### config.mk
export PLATFORM = sky130hd
export DESIGN_NAME = bank_response_tracker
export DESIGN_NICKNAME = d
export VERILOG_FILES = /design/src/rtl/bank_tracker_pkg.sv /design/src/rtl/bank_tracker_entry_ram.sv /design/src/rtl/bank_response_tracker.sv
export SDC_FILE = /design/constraint.sdc
export NUM_CORES = 2
export LEC_CHECK = 0
export ABC_CLOCK_PERIOD_IN_PS = 31200
export CORE_MARGIN = 2
export CORE_UTILIZATION = 60
export DETAILED_ROUTE_END_ITERATION = 12
export GPL_ROUTABILITY_DRIVEN = 0
export PLACE_DENSITY = 0.84
export RECOVER_POWER = 25
export SYNTH_ARGS = -nofsm -noshare
export SYNTH_HDL_FRONTEND = slang
export SYNTH_SLANG_ARGS = --single-unit
### constraint.sdc
create_clock -name clk -period 31.2 [get_ports clk]
set_input_delay 4.68 -clock clk [delete_from_list [all_inputs] [get_ports clk]]
set_output_delay 4.68 -clock clk [all_outputs]
set_load 0.03 [all_outputs]
### src/rtl/bank_tracker_pkg.sv
// Shared widths, the tracker entry layout and the latency saturation helper
// for the per-bank response tracker.
package bank_tracker_pkg;

   localparam int ADDR_W = 32;
   localparam int DATA_W = 32;
   localparam int ID_W   = 32;
   localparam int CYC_W  = 64;
   localparam int LAT_W  = 32;

   typedef struct packed {
      logic [ADDR_W-1:0] addr;
      logic              is_write;
      logic [ID_W-1:0]   id;
      logic [CYC_W-1:0]  issue_cycle;
      logic [DATA_W-1:0] data;
      logic [LAT_W-1:0]  latency;
      logic              done;
   } entry_t;

   // Cycle differences that do not fit the latency field clamp to all-ones.
   function automatic logic [LAT_W-1:0] sat_latency(input logic [CYC_W-1:0] diff);
      if (diff[CYC_W-1:LAT_W] != '0) return '1;
      return diff[LAT_W-1:0];
   endfunction

endpackage

### src/rtl/bank_tracker_entry_ram.sv
// Register array of tracker entries: allocate and fill write ports, a done-clear
// port and a read port at the head, plus the issue cycle of the fill entry.
module bank_tracker_entry_ram
   import bank_tracker_pkg::*;
#(
   parameter int DEPTH = 8
) (
   input  logic                     clk,
   input  logic                     reset,
   input  logic                     alloc_en,
   input  logic [$clog2(DEPTH)-1:0] alloc_ptr,
   input  logic [ADDR_W-1:0]        alloc_addr,
   input  logic                     alloc_is_write,
   input  logic [ID_W-1:0]          alloc_id,
   input  logic [CYC_W-1:0]         alloc_cycle,
   input  logic                     fill_en,
   input  logic [$clog2(DEPTH)-1:0] fill_ptr,
   input  logic [DATA_W-1:0]        fill_data,
   input  logic [LAT_W-1:0]         fill_latency,
   output logic [CYC_W-1:0]         fill_issue_cycle,
   input  logic                     clear_en,
   input  logic [$clog2(DEPTH)-1:0] head_ptr,
   output entry_t                   head_entry
);

   entry_t mem_q [DEPTH];
   entry_t mem_d [DEPTH];

   always_comb begin
      mem_d = mem_q;
      if (alloc_en) begin
         mem_d[alloc_ptr].addr        = alloc_addr;
         mem_d[alloc_ptr].is_write    = alloc_is_write;
         mem_d[alloc_ptr].id          = alloc_id;
         mem_d[alloc_ptr].issue_cycle = alloc_cycle;
         mem_d[alloc_ptr].done        = 1'b0;
      end
      if (fill_en) begin
         mem_d[fill_ptr].data    = fill_data;
         mem_d[fill_ptr].latency = fill_latency;
         mem_d[fill_ptr].done    = 1'b1;
      end
      if (clear_en) mem_d[head_ptr].done = 1'b0;
   end

   // NOTE: only the done bits are reset; payload fields are always written
   // before done is set, so resetting them would only add reset fanout.
   always_ff @(posedge clk) begin
      if (!reset) begin
         for (int i = 0; i < DEPTH; i++) mem_q[i].done <= 1'b0;
      end else begin
         mem_q <= mem_d;
      end
   end

   assign head_entry       = mem_q[head_ptr];
   assign fill_issue_cycle = mem_q[fill_ptr].issue_cycle;

endmodule

### src/rtl/bank_response_tracker.sv
// In-order per-bank request/response tracker: tags requests with an ID and issue
// cycle, attaches in-order completions and presents them through valid/ready.
module bank_response_tracker
   import bank_tracker_pkg::*;
#(
   parameter int RANK      = 0,
   parameter int BANKGROUP = 0,
   parameter int BANK      = 0,
   parameter int DEPTH     = 8
) (
   input  logic              clk,
   input  logic              reset,
   input  logic              req_valid,
   output logic              req_ready,
   input  logic [ADDR_W-1:0] req_addr,
   input  logic              req_is_write,
   input  logic              mem_resp_valid,
   input  logic [DATA_W-1:0] mem_resp_data,
   output logic              resp_valid,
   input  logic              resp_ready,
   output logic              resp_fire,
   output logic [ADDR_W-1:0] resp_addr,
   output logic [DATA_W-1:0] resp_data,
   output logic              resp_is_write,
   output logic [ID_W-1:0]   resp_request_id,
   output logic [LAT_W-1:0]  resp_latency,
   output logic [CYC_W-1:0]  global_cycle,
   output logic              proto_err
);

   localparam int PTR_W = $clog2(DEPTH);
   localparam int CNT_W = PTR_W + 1;

   logic [PTR_W-1:0] alloc_ptr_q, alloc_ptr_d;
   logic [PTR_W-1:0] fill_ptr_q,  fill_ptr_d;
   logic [PTR_W-1:0] head_ptr_q,  head_ptr_d;
   logic [CNT_W-1:0] count_q,     count_d;
   logic [CNT_W-1:0] pend_q,      pend_d;
   logic [ID_W-1:0]  req_id_q,    req_id_d;
   logic [CYC_W-1:0] cycle_q,     cycle_d;
   logic             proto_err_q, proto_err_d;

   logic             accept;
   logic             fill_en;
   logic             stray;
   logic [CYC_W-1:0] fill_issue_cycle;
   entry_t           head_entry;

   assign req_ready  = reset && (count_q < CNT_W'(DEPTH));
   assign accept     = req_valid && req_ready;
   // Pending is tracked separately so a full, all-outstanding queue (fill == alloc)
   // still accepts completions; a request accepted this cycle is not yet pending.
   assign fill_en    = reset && mem_resp_valid && (pend_q != '0);
   assign stray      = reset && mem_resp_valid && (pend_q == '0);
   assign resp_valid = reset && head_entry.done;
   assign resp_fire  = resp_valid && resp_ready;

   // NOTE: next-state logic uses blocking assignments in always_comb with every
   // target defaulted first; only the always_ff below uses non-blocking updates.
   always_comb begin
      alloc_ptr_d = alloc_ptr_q;
      fill_ptr_d  = fill_ptr_q;
      head_ptr_d  = head_ptr_q;
      if (accept)    alloc_ptr_d = alloc_ptr_q + 1'b1;
      if (fill_en)   fill_ptr_d  = fill_ptr_q + 1'b1;
      if (resp_fire) head_ptr_d  = head_ptr_q + 1'b1;
      count_d     = count_q + CNT_W'(accept) - CNT_W'(resp_fire);
      pend_d      = pend_q + CNT_W'(accept) - CNT_W'(fill_en);
      req_id_d    = req_id_q + ID_W'(accept);
      cycle_d     = cycle_q + 1'b1;
      proto_err_d = proto_err_q || stray;
   end

   always_ff @(posedge clk) begin
      if (!reset) begin
         alloc_ptr_q <= '0;
         fill_ptr_q  <= '0;
         head_ptr_q  <= '0;
         count_q     <= '0;
         pend_q      <= '0;
         req_id_q    <= '0;
         cycle_q     <= '0;
         proto_err_q <= 1'b0;
      end else begin
         alloc_ptr_q <= alloc_ptr_d;
         fill_ptr_q  <= fill_ptr_d;
         head_ptr_q  <= head_ptr_d;
         count_q     <= count_d;
         pend_q      <= pend_d;
         req_id_q    <= req_id_d;
         cycle_q     <= cycle_d;
         proto_err_q <= proto_err_d;
      end
   end

   bank_tracker_entry_ram #(.DEPTH(DEPTH)) u_entry_ram (
      .clk              (clk),
      .reset            (reset),
      .alloc_en         (accept),
      .alloc_ptr        (alloc_ptr_q),
      .alloc_addr       (req_addr),
      .alloc_is_write   (req_is_write),
      .alloc_id         (req_id_q),
      .alloc_cycle      (cycle_q),
      .fill_en          (fill_en),
      .fill_ptr         (fill_ptr_q),
      .fill_data        (mem_resp_data),
      .fill_latency     (sat_latency(cycle_q - fill_issue_cycle)),
      .fill_issue_cycle (fill_issue_cycle),
      .clear_en         (resp_fire),
      .head_ptr         (head_ptr_q),
      .head_entry       (head_entry)
   );

   // Every output reads zero while reset is held, including unreset payload fields.
   assign resp_addr       = reset ? head_entry.addr     : '0;
   assign resp_data       = reset ? head_entry.data     : '0;
   assign resp_is_write   = reset && head_entry.is_write;
   assign resp_request_id = reset ? head_entry.id       : '0;
   assign resp_latency    = reset ? head_entry.latency  : '0;
   assign global_cycle    = reset ? cycle_q             : '0;
   assign proto_err       = reset && proto_err_q;

   logic unused_ok;
   assign unused_ok = ^{RANK, BANKGROUP, BANK, head_entry.issue_cycle};

endmodule

==> out/results.md <==
| Quantity | This run |
| --- | --- |
| Net count after synthesis | 3952 |
| Vias in the first global route | 38030 |
| Tightest Pin Transition | 1.177 ns |
| Total congestion overflow | 0 |
| Total die area | 0.1177 mm2 |
| Core ar. | 0.1142 mm2 |
| CTS Buf Count | 161 |
| Final layout net count | 4267 |
| Async set-reset flop share out of synthesis | 0 |
| Number of buffer and inverter instances along the worst setup path | 3 |
| Maximum number of pins on one net before global-route repair | 183 |
| Family of cells with the greatest summed delay on the critical path | buffers and inverters |
| DRC violation total after the first TritonRoute iteration | 4009 |
| GRT Overall Usage | 0.2731 |
| Initial cell density of the core | 0.6043 |
| Period utilisation layout | 0.3789 |
| Leading post-synthesis cells by instance count | 1544 x edfxtp_1, 387 x mux4_2, 201 x mux2i_1 |
| Ports placed on the boundary | 267 |
| TritonCTS clock tree | done |
| Register area | 0.04883 mm2 |
| Number of gates resized after cts | 0 |
| Post-route clock skew | 0.04017 ns |
| Fill cell instance count of the final layout | 6938 |
| Vias/cell | 6.445 |
| Count of state elements after synthesis | 1666 |
| Worst-skew pair later-pin latency | 0.78 ns |
| Share of cells above drive strength 1 | 0.1708 |
| Most used standard cell by instance count after synthesis | edfxtp_1 |
| Post-synthesis instance area | 0.06901 mm2 |
| Core Util, Final | 0.6888 |
| Die Height | 343.1 um |
| Detailed Route WL | 159.6 mm |
| Die width | 343.1 um |
| Worst Setup Start Kind | input pin |
| Num Clock Sinks | 1666 |
| Power density of the placed cells | 62.20 mW/mm2 |
| Combined area of the multi-input logic cells | 0.01948 mm2 |
| Final Hold Viols | 0 |
| Number of hold buffers added after cts | 0 |
| Library cell with the largest summed area after synthesis | edfxtp_1 |
| Number of placement rows | 124 |
| Distinct cells, synth | 74 |
| Htree depth | 4 |
| Leading cell types by total area after synthesis | edfxtp_1 67%, mux4_2 13%, dfxtp_1 3.5% |
| Wire per inst | 27.71 um |
| Pins Over Slew Limit | 0 |
| Pre-CTS worst setup slack | 19.44 ns |
| Clock slew at reported path FFs | 0.06 ns |
| Syn. warnings | 0 |
| Slowest Stage Delay on Critical Path | 0.74 ns |
| Cell breakdown of the critical path | buf_8 -> buf_4 -> nor2b_1 -> clkdlybuf4s50_1 |
| Number of post-CTS setup repair buffers | 0 |
| Area delta synth->final | 13.98% |
| Number of remaining DRC errors | 0 |
| Cell area after layout | 0.07865 mm2 |
| Clk root buf | clkbuf_16 |
| Number of port buffers | 266 |
| Detail Route Antenna Nets | 0 |
| Bufs on Longest Clock Path | 3 |
| Critical Path Sink Type | output port |
| Critical setup path kind | in -> out |
| Initial antenna violation count | 7 |
| Max rail drop VDD | 0.05567 mV |
| Required arrival time at the worst endpoint | 26.52 ns |
| Unrepaired setup endpoints after global routing | false |
| Status | complete, no violations |
| Detailed Place HPWL | 87.83 mm |
| Instance area after placement | 0.07352 mm2 |
| Master of the slowest instance on the critical path | buf_4 |
| Static Leakage | 22.91 nW |
| Class of the worst hold path | reg -> reg |
| Main flop type after synthesis | edfxtp_1 |
| Gate Count Post-Synth | 3796 |
| Proportion of synthesized chip area in sequential cells | 0.7073 |
| Final-report setup violation count | 0 |
| Wire length of the first global-routing pass | 238.4 mm |
| Endpoint arrival time on the critical path | 7.14 ns |
| Summed negative setup slack over all endpoints | 0 ns |
| Min setup slack post-route | 19.38 ns |
| Vias after detailed routing | 37120 |
| Area share of the largest cell type after synthesis | 0.6719 |
| Detailed Routing Iterations Pass 1 | 5 |
| Number of enable flip-flop cells after synthesis | 1544 |
| Maximum net fanout on the critical path | 182 |
| Normalized max-slew margin | 0.2154 |
| Achievable frequency | 84.59 MHz |
| Reported max-cap violation count | 0 |
| Avg Synthesized Cell Area | 18.18 um2 |
| Minimum clock period after layout | 11.82 ns |
==> cell type report <==
type / instances / area share
Inverter: 32 / 0.001527
Sequential cell: 1666 / 0.6208
Clock buffer: 211 / 0.05555
Clock inverter: 85 / 0.01032
Tap cell: 1512 / 0.02405
Timing Repair Buffer: 334 / 0.03990
Antenna cell: 4 / 0.0001273
Multi-Input combinational cell: 1916 / 0.2477
==> worst min-delay path, stage by stage (launching register included) <==
cell     delay (ns)
dfxtp_1        0.31
ha_1           0.11
and2_1         0.11
==> cell usage in the layout (no fill, tap or decap), types with 11 or more instances in the layout <==
| master | netlist | final |
|---|---|---|
| nand2_1 | 147 | 147 |
| xor2_1 | 42 | 42 |
| a21boi_0 | 13 | 13 |
| and3_1 | 22 | 22 |
| inv_1 | 32 | 32 |
| a21oi_1 | 102 | 102 |
| and2_1 | 158 | 158 |
| o21a_1 | 13 | 13 |
| xnor2_1 | 98 | 97 |
| dfxtp_1 | 122 | 116 |
| nor2b_1 | 158 | 158 |
| buf_4 | 1 | 53 |
| ha_1 | 83 | 83 |
| o21ai_0 | 82 | 82 |
| mux2i_1 | 201 | 201 |
| nor3_1 | 26 | 19 |
| dlygate4sd3_1 | 0 | 13 |
| clkbuf_16 | 0 | 163 |
| or3_1 | 41 | 41 |
| a21o_1 | 17 | 17 |
| nand4_1 | 54 | 54 |
| clkinv_1 | 0 | 29 |
| edfxtp_1 | 1544 | 1544 |
| clkdlybuf4s50_1 | 0 | 252 |
| clkbuf_8 | 0 | 11 |
| nor2_1 | 81 | 77 |
| nand3_1 | 52 | 52 |
| mux4_2 | 387 | 387 |
| clkbuf_1 | 107 | 51 |
| clkinv_2 | 0 | 27 |
==> metal layers <==
metal,part of all wire,global-route usage,vias up
li1,-,-,15760
met3,0.078,0.04676,337
met5,0.000081,0,-
met1,0.37,0.3598,19090
met4,0.032,0.09452,2
met2,0.52,0.4649,1929
==> through the flow <==
stage	total power [mW]	hold WS, ns	cells
finish	4.892	0.5613	5760
global route	5.030	0.5926	5760
CTS	4.914	0.5607	5756
detailed placement	3.026	0.5474	5460
global placement	3.015	0.5401	5460
floorplan	2.883	0.4507	3796
==> power breakdown <==
part	leakage, nW	internal (mW)	total (mW)	switching, mW
clock	2.53	1.07	1.90	0.833
combinational	6.93	0.200	0.494	0.294
sequential	13.5	2.47	2.49	0.0261
==> logic make-up (layout without fill, tap and decap cells) <==
logic type / Yosys count / count (layout) / synth area share
other: 0 / 4 / 0
xor gates and xnor gates: 141 / 141 / 0.01800
and+or+nand+nor: 796 / 796 / 0.06360
DFF: 1666 / 1666 / 0.7073
AOI/OAI and AO/OA: 300 / 300 / 0.02689
buffers and inverters: 214 / 662 / 0.01204
adders and majority gates: 86 / 86 / 0.01592
muxes: 593 / 593 / 0.1563
==> worst paths after layout <==
path,from,end,slack (ns),cells past startpoint
worst min register to register,count_q[0]$_SDFF_PN0_,count_q[0]$_SDFF_PN0_,0.56,2
worst min-delay path,count_q[0]$_SDFF_PN0_,count_q[0]$_SDFF_PN0_,0.56,2
worst max register to register,fill_ptr_q[0]$_SDFFE_PN0P_,flip-flop,23.20,16
worst max-delay path,reset,resp_request_id[20],19.38,4
Note: power is estimated with default switching activity, not from simulation.
